**config.mk**
```make
export PLATFORM = sky130hd
export DESIGN_NAME = dco_word_ramp
export DESIGN_NICKNAME = d
export VERILOG_FILES = /design/src/rtl/dco_pkg.sv /design/src/rtl/sd_dither1.sv /design/src/rtl/dco_word_ramp.sv
export SDC_FILE = /design/constraint.sdc
export NUM_CORES = 1
export LEC_CHECK = 0
export ABC_AREA = 1
export CAP_MARGIN = 20
export CORE_UTILIZATION = 55
export DETAILED_ROUTE_END_ITERATION = 7
export DONT_BUFFER_PORTS = 1
export PLACE_DENSITY = 0.76
export SYNTH_ARGS = -nofsm -noshare
export SYNTH_HDL_FRONTEND = slang
export SYNTH_HIERARCHICAL = 1
export SYNTH_SLANG_ARGS = --single-unit
```
**constraint.sdc**
```tcl
create_clock -name clk -period 4.9 [get_ports clk]
set_input_delay 1.225 -clock clk [delete_from_list [all_inputs] [get_ports clk]]
set_output_delay 1.225 -clock clk [all_outputs]
set_load 0.05 [all_outputs]
```
**src/rtl/dco_pkg.sv**
```systemverilog
`default_nettype none
// ---------------------------------------------------------------------------
// dco_pkg : shared types, reset word and helpers for dco_word_ramp. Rev 1.0
// ---------------------------------------------------------------------------
package dco_pkg;

  typedef enum logic [1:0] {
    IDLE  = 2'd0,
    RAMP  = 2'd1,
    TRACK = 2'd2
  } state_e;

  localparam int unsigned WORD_W_DEF = 8;

  // Half-scale word; matches the row_col_cod half-on reset pattern.
  function automatic logic [31:0] rst_word(input int unsigned w);
    rst_word = 32'd1 << (w - 1);
  endfunction

  localparam logic [WORD_W_DEF-1:0] RST_WORD = WORD_W_DEF'(rst_word(WORD_W_DEF));

  function automatic logic [31:0] abs_diff(input logic signed [31:0] d);
    abs_diff = d[31] ? -d : d;
  endfunction

endpackage
`default_nettype wire

```
**src/rtl/sd_dither1.sv**
```systemverilog
`default_nettype none
// ---------------------------------------------------------------------------
// sd_dither1 : first-order sigma-delta; carry is the overflow of acc+frac. Rev 1.0
// ---------------------------------------------------------------------------
module sd_dither1 #(
  parameter int FRAC_W = 4
) (
  input  logic              clk,
  input  logic              rst,
  input  logic              clr,
  input  logic              tick,
  input  logic [FRAC_W-1:0] frac,
  output logic              carry
);

  logic [FRAC_W-1:0] acc_q;
  logic [FRAC_W-1:0] acc_d;
  logic [FRAC_W:0]   sum_w;

  // Carry is combinational so the caller registers it together with the word.
  assign sum_w = {1'b0, acc_q} + {1'b0, frac};
  assign carry = sum_w[FRAC_W];

  always_comb begin
    acc_d = acc_q;
    if (clr) begin
      acc_d = '0;
    end else if (tick) begin
      acc_d = sum_w[FRAC_W-1:0];
    end
  end

  always_ff @(posedge clk) begin
    if (rst) begin
      acc_q <= '0;
    end else begin
      acc_q <= acc_d;
    end
  end

endmodule
`default_nettype wire

```
**src/rtl/dco_word_ramp.sv**
```systemverilog
`default_nettype none
// ---------------------------------------------------------------------------
// dco_word_ramp : slew-limited tuning-word ramp with LSB sigma-delta dither. Rev 1.0
// ---------------------------------------------------------------------------
module dco_word_ramp
  import dco_pkg::*;
#(
  parameter int WORD_W = 8,
  parameter int FRAC_W = 4,
  parameter int STEP   = 4,
  parameter int DIV_W  = 4
) (
  input  logic                     clk,
  input  logic                     rst,
  input  logic [WORD_W+FRAC_W-1:0] tgt_word,
  input  logic                     tgt_valid,
  output logic                     tgt_ready,
  input  logic [DIV_W-1:0]         upd_div,
  output logic [WORD_W-1:0]        word,
  output logic                     en,
  output logic                     busy,
  output logic                     settled
);

  localparam logic [WORD_W-1:0] RST_VAL = WORD_W'(rst_word(WORD_W));

  state_e              state_q, state_d;
  logic [DIV_W-1:0]    cnt_q, cnt_d;
  logic [WORD_W-1:0]   tgt_int_q, tgt_int_d;
  logic [FRAC_W-1:0]   tgt_frac_q, tgt_frac_d;
  logic [WORD_W-1:0]   word_q, word_d;
  logic                en_q, en_d;
  logic                busy_q, busy_d;
  logic                settled_q, settled_d;
  logic                ready_q, ready_d;

  logic                tick_w;
  logic                accept_w;
  logic                sd_tick_w;
  logic                carry_w;
  logic signed [WORD_W:0] diff_w;
  logic signed [31:0]  diff_ext_w;

  // A count above a freshly lowered upd_div wraps silently (no tick).
  assign tick_w = (cnt_q == upd_div);

  always_comb begin
    cnt_d = cnt_q + DIV_W'(1);
    if (cnt_q >= upd_div) begin
      cnt_d = '0;
    end
  end

  assign accept_w   = tgt_valid & ready_q;
  assign sd_tick_w  = tick_w & (state_q == TRACK) & ~accept_w;
  assign diff_w     = $signed({1'b0, tgt_int_q}) - $signed({1'b0, word_q});
  assign diff_ext_w = {{(31-WORD_W){diff_w[WORD_W]}}, diff_w};

  sd_dither1 #(
    .FRAC_W (FRAC_W)
  ) u_sd (
    .clk   (clk),
    .rst   (rst),
    .clr   (accept_w),
    .tick  (sd_tick_w),
    .frac  (tgt_frac_q),
    .carry (carry_w)
  );

  always_comb begin
    state_d    = state_q;
    word_d     = word_q;
    en_d       = 1'b0;
    tgt_int_d  = tgt_int_q;
    tgt_frac_d = tgt_frac_q;
    if (accept_w) begin
      tgt_int_d  = tgt_word[WORD_W+FRAC_W-1:FRAC_W];
      tgt_frac_d = tgt_word[FRAC_W-1:0];
      state_d    = RAMP;
    end else begin
      case (state_q)
        RAMP: begin
          if (tick_w) begin
            en_d = 1'b1;
            if (abs_diff(diff_ext_w) <= 32'(STEP)) begin
              word_d  = tgt_int_q;
              state_d = TRACK;
            end else if (diff_w[WORD_W]) begin
              word_d = word_q - WORD_W'(STEP);
            end else begin
              word_d = word_q + WORD_W'(STEP);
            end
          end
        end
        TRACK: begin
          if (tick_w) begin
            en_d = 1'b1;
            // Full-scale integer target saturates instead of wrapping.
            if (&tgt_int_q) begin
              word_d = tgt_int_q;
            end else begin
              word_d = tgt_int_q + WORD_W'(carry_w);
            end
          end
        end
        IDLE:    state_d = IDLE;
        default: state_d = IDLE;
      endcase
    end
    busy_d    = (state_d == RAMP);
    settled_d = (state_d == TRACK);
    ready_d   = (state_d == IDLE) | (state_d == TRACK);
  end

  always_ff @(posedge clk) begin
    if (rst) begin
      state_q    <= IDLE;
      cnt_q      <= '0;
      tgt_int_q  <= '0;
      tgt_frac_q <= '0;
      word_q     <= RST_VAL;
      en_q       <= 1'b0;
      busy_q     <= 1'b0;
      settled_q  <= 1'b0;
      ready_q    <= 1'b1;
    end else begin
      state_q    <= state_d;
      cnt_q      <= cnt_d;
      tgt_int_q  <= tgt_int_d;
      tgt_frac_q <= tgt_frac_d;
      word_q     <= word_d;
      en_q       <= en_d;
      busy_q     <= busy_d;
      settled_q  <= settled_d;
      ready_q    <= ready_d;
    end
  end

  assign word      = word_q;
  assign en        = en_q;
  assign busy      = busy_q;
  assign settled   = settled_q;
  assign tgt_ready = ready_q;

endmodule
`default_nettype wire

```
==> impl_results.md <==
- Synth Area in XOR/XNOR: 4.14%
- Power, Total: 815 uW
- Largest net degree at the start of global routing: 23
- Final Skew: 8.08 ps
- Switching pwr: 285 uW
- WP data required: 5080 ps
- Sw Ratio: 35.0%
- Min-Delay Startpoint: cnt_q[0]$_SDFF_PP0_
- Reg-to-reg endpoint: word[7]$_SDFFE_PP1P_
- # DRC: 0
- Post-layout min period: 3560 ps
- Max clock buf depth: 2
- Gate power share: 31.1%
- Clock root buffer: clkbuf_8
- Crit path DAT: 3740 ps
- Compound-cell area share of the yosys netlist: 12.2%
- Post-Synth Adder-Cell Area: 14.0%
- Rel. slew slack: 49.6%
- Vias post-DR: 2,604
- Layout Utilization: 61.2%
- Post-route ant nets: 0
- Flop pwr share: 38.1%
- Met2 usage: 41.8%
- Seq cells post-synth: 34
- Top_reg_cell synth: dfxtp_1
- Placed Cells: 484
- Distinct cells, synth: 36
- Yosys top cell by area: dfxtp_1
- Via-per-instance ratio: 5.29
- Syn_nets: 471
- Post-cts sizing count: 0
- Die area: 5290 sq um
- Period utilization: 72.7%
- Worst-path fanout max: 14
- Die height: 72.7 um
- Slew Limit Fails: 0
- FF-to-FF Start: word[2]$_SDFFE_PP0P_
- Setup TNS Final: 0 ps
- Routed WL: 6090 um
- CTS tree: yes
- DRT Pass-1 Iters: 5
- Overall routing resource usage: 25.0%
- Initial Util: 57.9%
- RD Place Congestion: 0.955
- Leakage Power: 1.51 nW
- Number of synthesis warnings: 6
- HP Class: reg2reg
- # IOs: 31
- CTS Hold Buffers Added: 0
- Vias in the first global route: 2,467
- DP HPWL: 4960 um
- VDD IR-drop max: 0.198 mV
- Worst-case reg-to-reg path depth: 17
- Core area: 4750 sq um
- CTS buffer count: 5
- Mux cell area share after synthesis: 0%
- Sink Count: 34
- Synth Instances: 423
- Slew @ Worst Pin: 750 ps
- Power Density: 280 nW/um^2
- FMAX: 281 MHz
- Antenna cell count: 0
- Worst setup SP type: flip-flop
- Area contributors post-synth: dfxtp_1 25%, nand2_1 13%, ha_1 12%
- Mapped cell area: 2750 sq um
- H-tree depth: 2
- Iter 0 DRT Violations: 161
- RSZ-0062 raised after global routing: no
- Routed WL per cell: 12.4 um
- Hold path endpoint: cnt_q[0]$_SDFF_PP0_
- Layout cells sized above 1: 5.88%
- Register area share after synthesis: 24.7%
- Clock Power Share: 30.8%
- Max-cap violations: 0
- Synth top area share: 24.7%
- Most common library cells after synthesis: 96 x nand2_1, 70 x inv_1, 48 x nand3_1
- Simple-gate share of the synthesized area: 33.7%
- Routing usage on met1: 32.1%
- GRT Max-Usage Layer: met2
- Post-synth ARST share: 0%
- R2R setup slack: 1340 ps
- Clk slew on worst S/H paths: 70 ps
- Mapped Avg Cell Area: 6.50 sq um
- P&R area growth vs syn: 5.78%
- Largest family of logic cells by synthesized area: simple AND/OR/NAND/NOR gates
- Worst hold stages: 1
- CP endpoint kind: flip-flop
- Pint: 530 uW
- Die Wd: 72.7 um
- Grt total ovfl: 0
- Clk_lat worst skew: 280 ps
- Post-synth EDFFs: 0
- Initial antenna violation count: 0
- Port bufs: 0
- Non-filler cells, final: 492
- Crit Path Class: reg2reg
- Met3 usage: 3.59%
- Post-CTS setup buffers: 0
- Final hold viol count: 0
- Count leader, synth: nand2_1
- Outcome: finished, final reports clean
- Site Rows: 25
- # setup viols final: 0
- # nets final: 472
- First-pass GRT wire length: 10,400 um
-- sequential cells by signal, indices dropped and copies added (netlist names) --
signal,flops
tgt_ready,1
tgt_int_q,8
en,1
cnt_q,4
word,8
state_q,2
u_sd/acc_q,4
tgt_frac_q,4
settled,1
busy,1
-- power by group through the flow --
stage / Sequential, mW / Combinational [mW] / Clock [mW]
2_1_floorplan: 0.313 / 0.213 / 0
3_3_place_gp: 0.316 / 0.247 / 0
3_5_place_dp: 0.317 / 0.252 / 0
4_1_cts: 0.310 / 0.253 / 0.257
5_1_grt: 0.312 / 0.293 / 0.269
6_report: 0.311 / 0.253 / 0.251
-- worst max-delay path, stage by stage, from the launching register on --
cell      delay (ps)
dfxtp_1          710
inv_1            240
ha_1             430
nand2_1          100
nand2_2           90
nand2_2           90
nor2_2            40
nor2_2           410
ha_1             380
a21oi_1          150
nand2_1           90
a21o_1           160
a21oi_1          160
xnor2_1           90
nand2_1           60
o21ai_1           60
o21bai_1         130
nand2_1           60
-- worst max-delay path by stage --
stage                         startpoint                    to
finish              word[2]$_SDFFE_PP0P_  word[7]$_SDFFE_PP1P_
global route        word[2]$_SDFFE_PP0P_  word[7]$_SDFFE_PP1P_
CTS                 word[0]$_SDFFE_PP0P_  word[7]$_SDFFE_PP1P_
detailed placement  word[0]$_SDFFE_PP0P_  word[7]$_SDFFE_PP1P_
global placement    word[0]$_SDFFE_PP0P_  word[7]$_SDFFE_PP1P_
floorplan           word[0]$_SDFFE_PP0P_  word[7]$_SDFFE_PP1P_
-- layer usage --
metal,vias to the layer above,wire (um)
met4,0,141
met2,79,2800
met5,-,0
met3,15,273
li1,1364,-
met1,1146,2870
-- cells by family after synthesis --
family | after synthesis
AOI/OAI and AO/OA | 60
xor gates and xnor gates | 13
adders and majority gates | 29
buffers and inverters | 80
DFF | 34
and+or+nand+nor | 207
-- through the flow --
| step | area, sq um | hold WS, ps | setup WS [ps] |
|---|---|---|---|
| after global placement | 2800 | 452 | 1450 |
| after global routing | 2910 | 496 | 882 |
| after CTS | 2910 | 480 | 1320 |
| final | 2910 | 474 | 1340 |
| after detailed placement | 2800 | 465 | 1320 |
| after floorplan | 2750 | 430 | 1810 |
-- final cells by class --
type,count,area (sq um)
tap,67,83.8
clock inverter,1,30.0
clock buffer,7,76.3
sequential,34,681
fill,486,1840
inverter,74,278
multi-input combinational,309,1760
-- cell usage in the layout (no fill, tap or decap), types with 3 or more instances in the layout --
cell type and instances:
nand2_1 96, a21oi_1 28, xnor2_1 4, nor2_2 3, nand3_1 48, nor2_1 35, clkbuf_8 5, nor3_1 4
nand4_1 6, fa_1 3, xor2_1 9, ha_1 26, nand2_2 6, dfxtp_1 34, inv_1 70, o21ai_0 19
(Power assumes the default switching activity.)
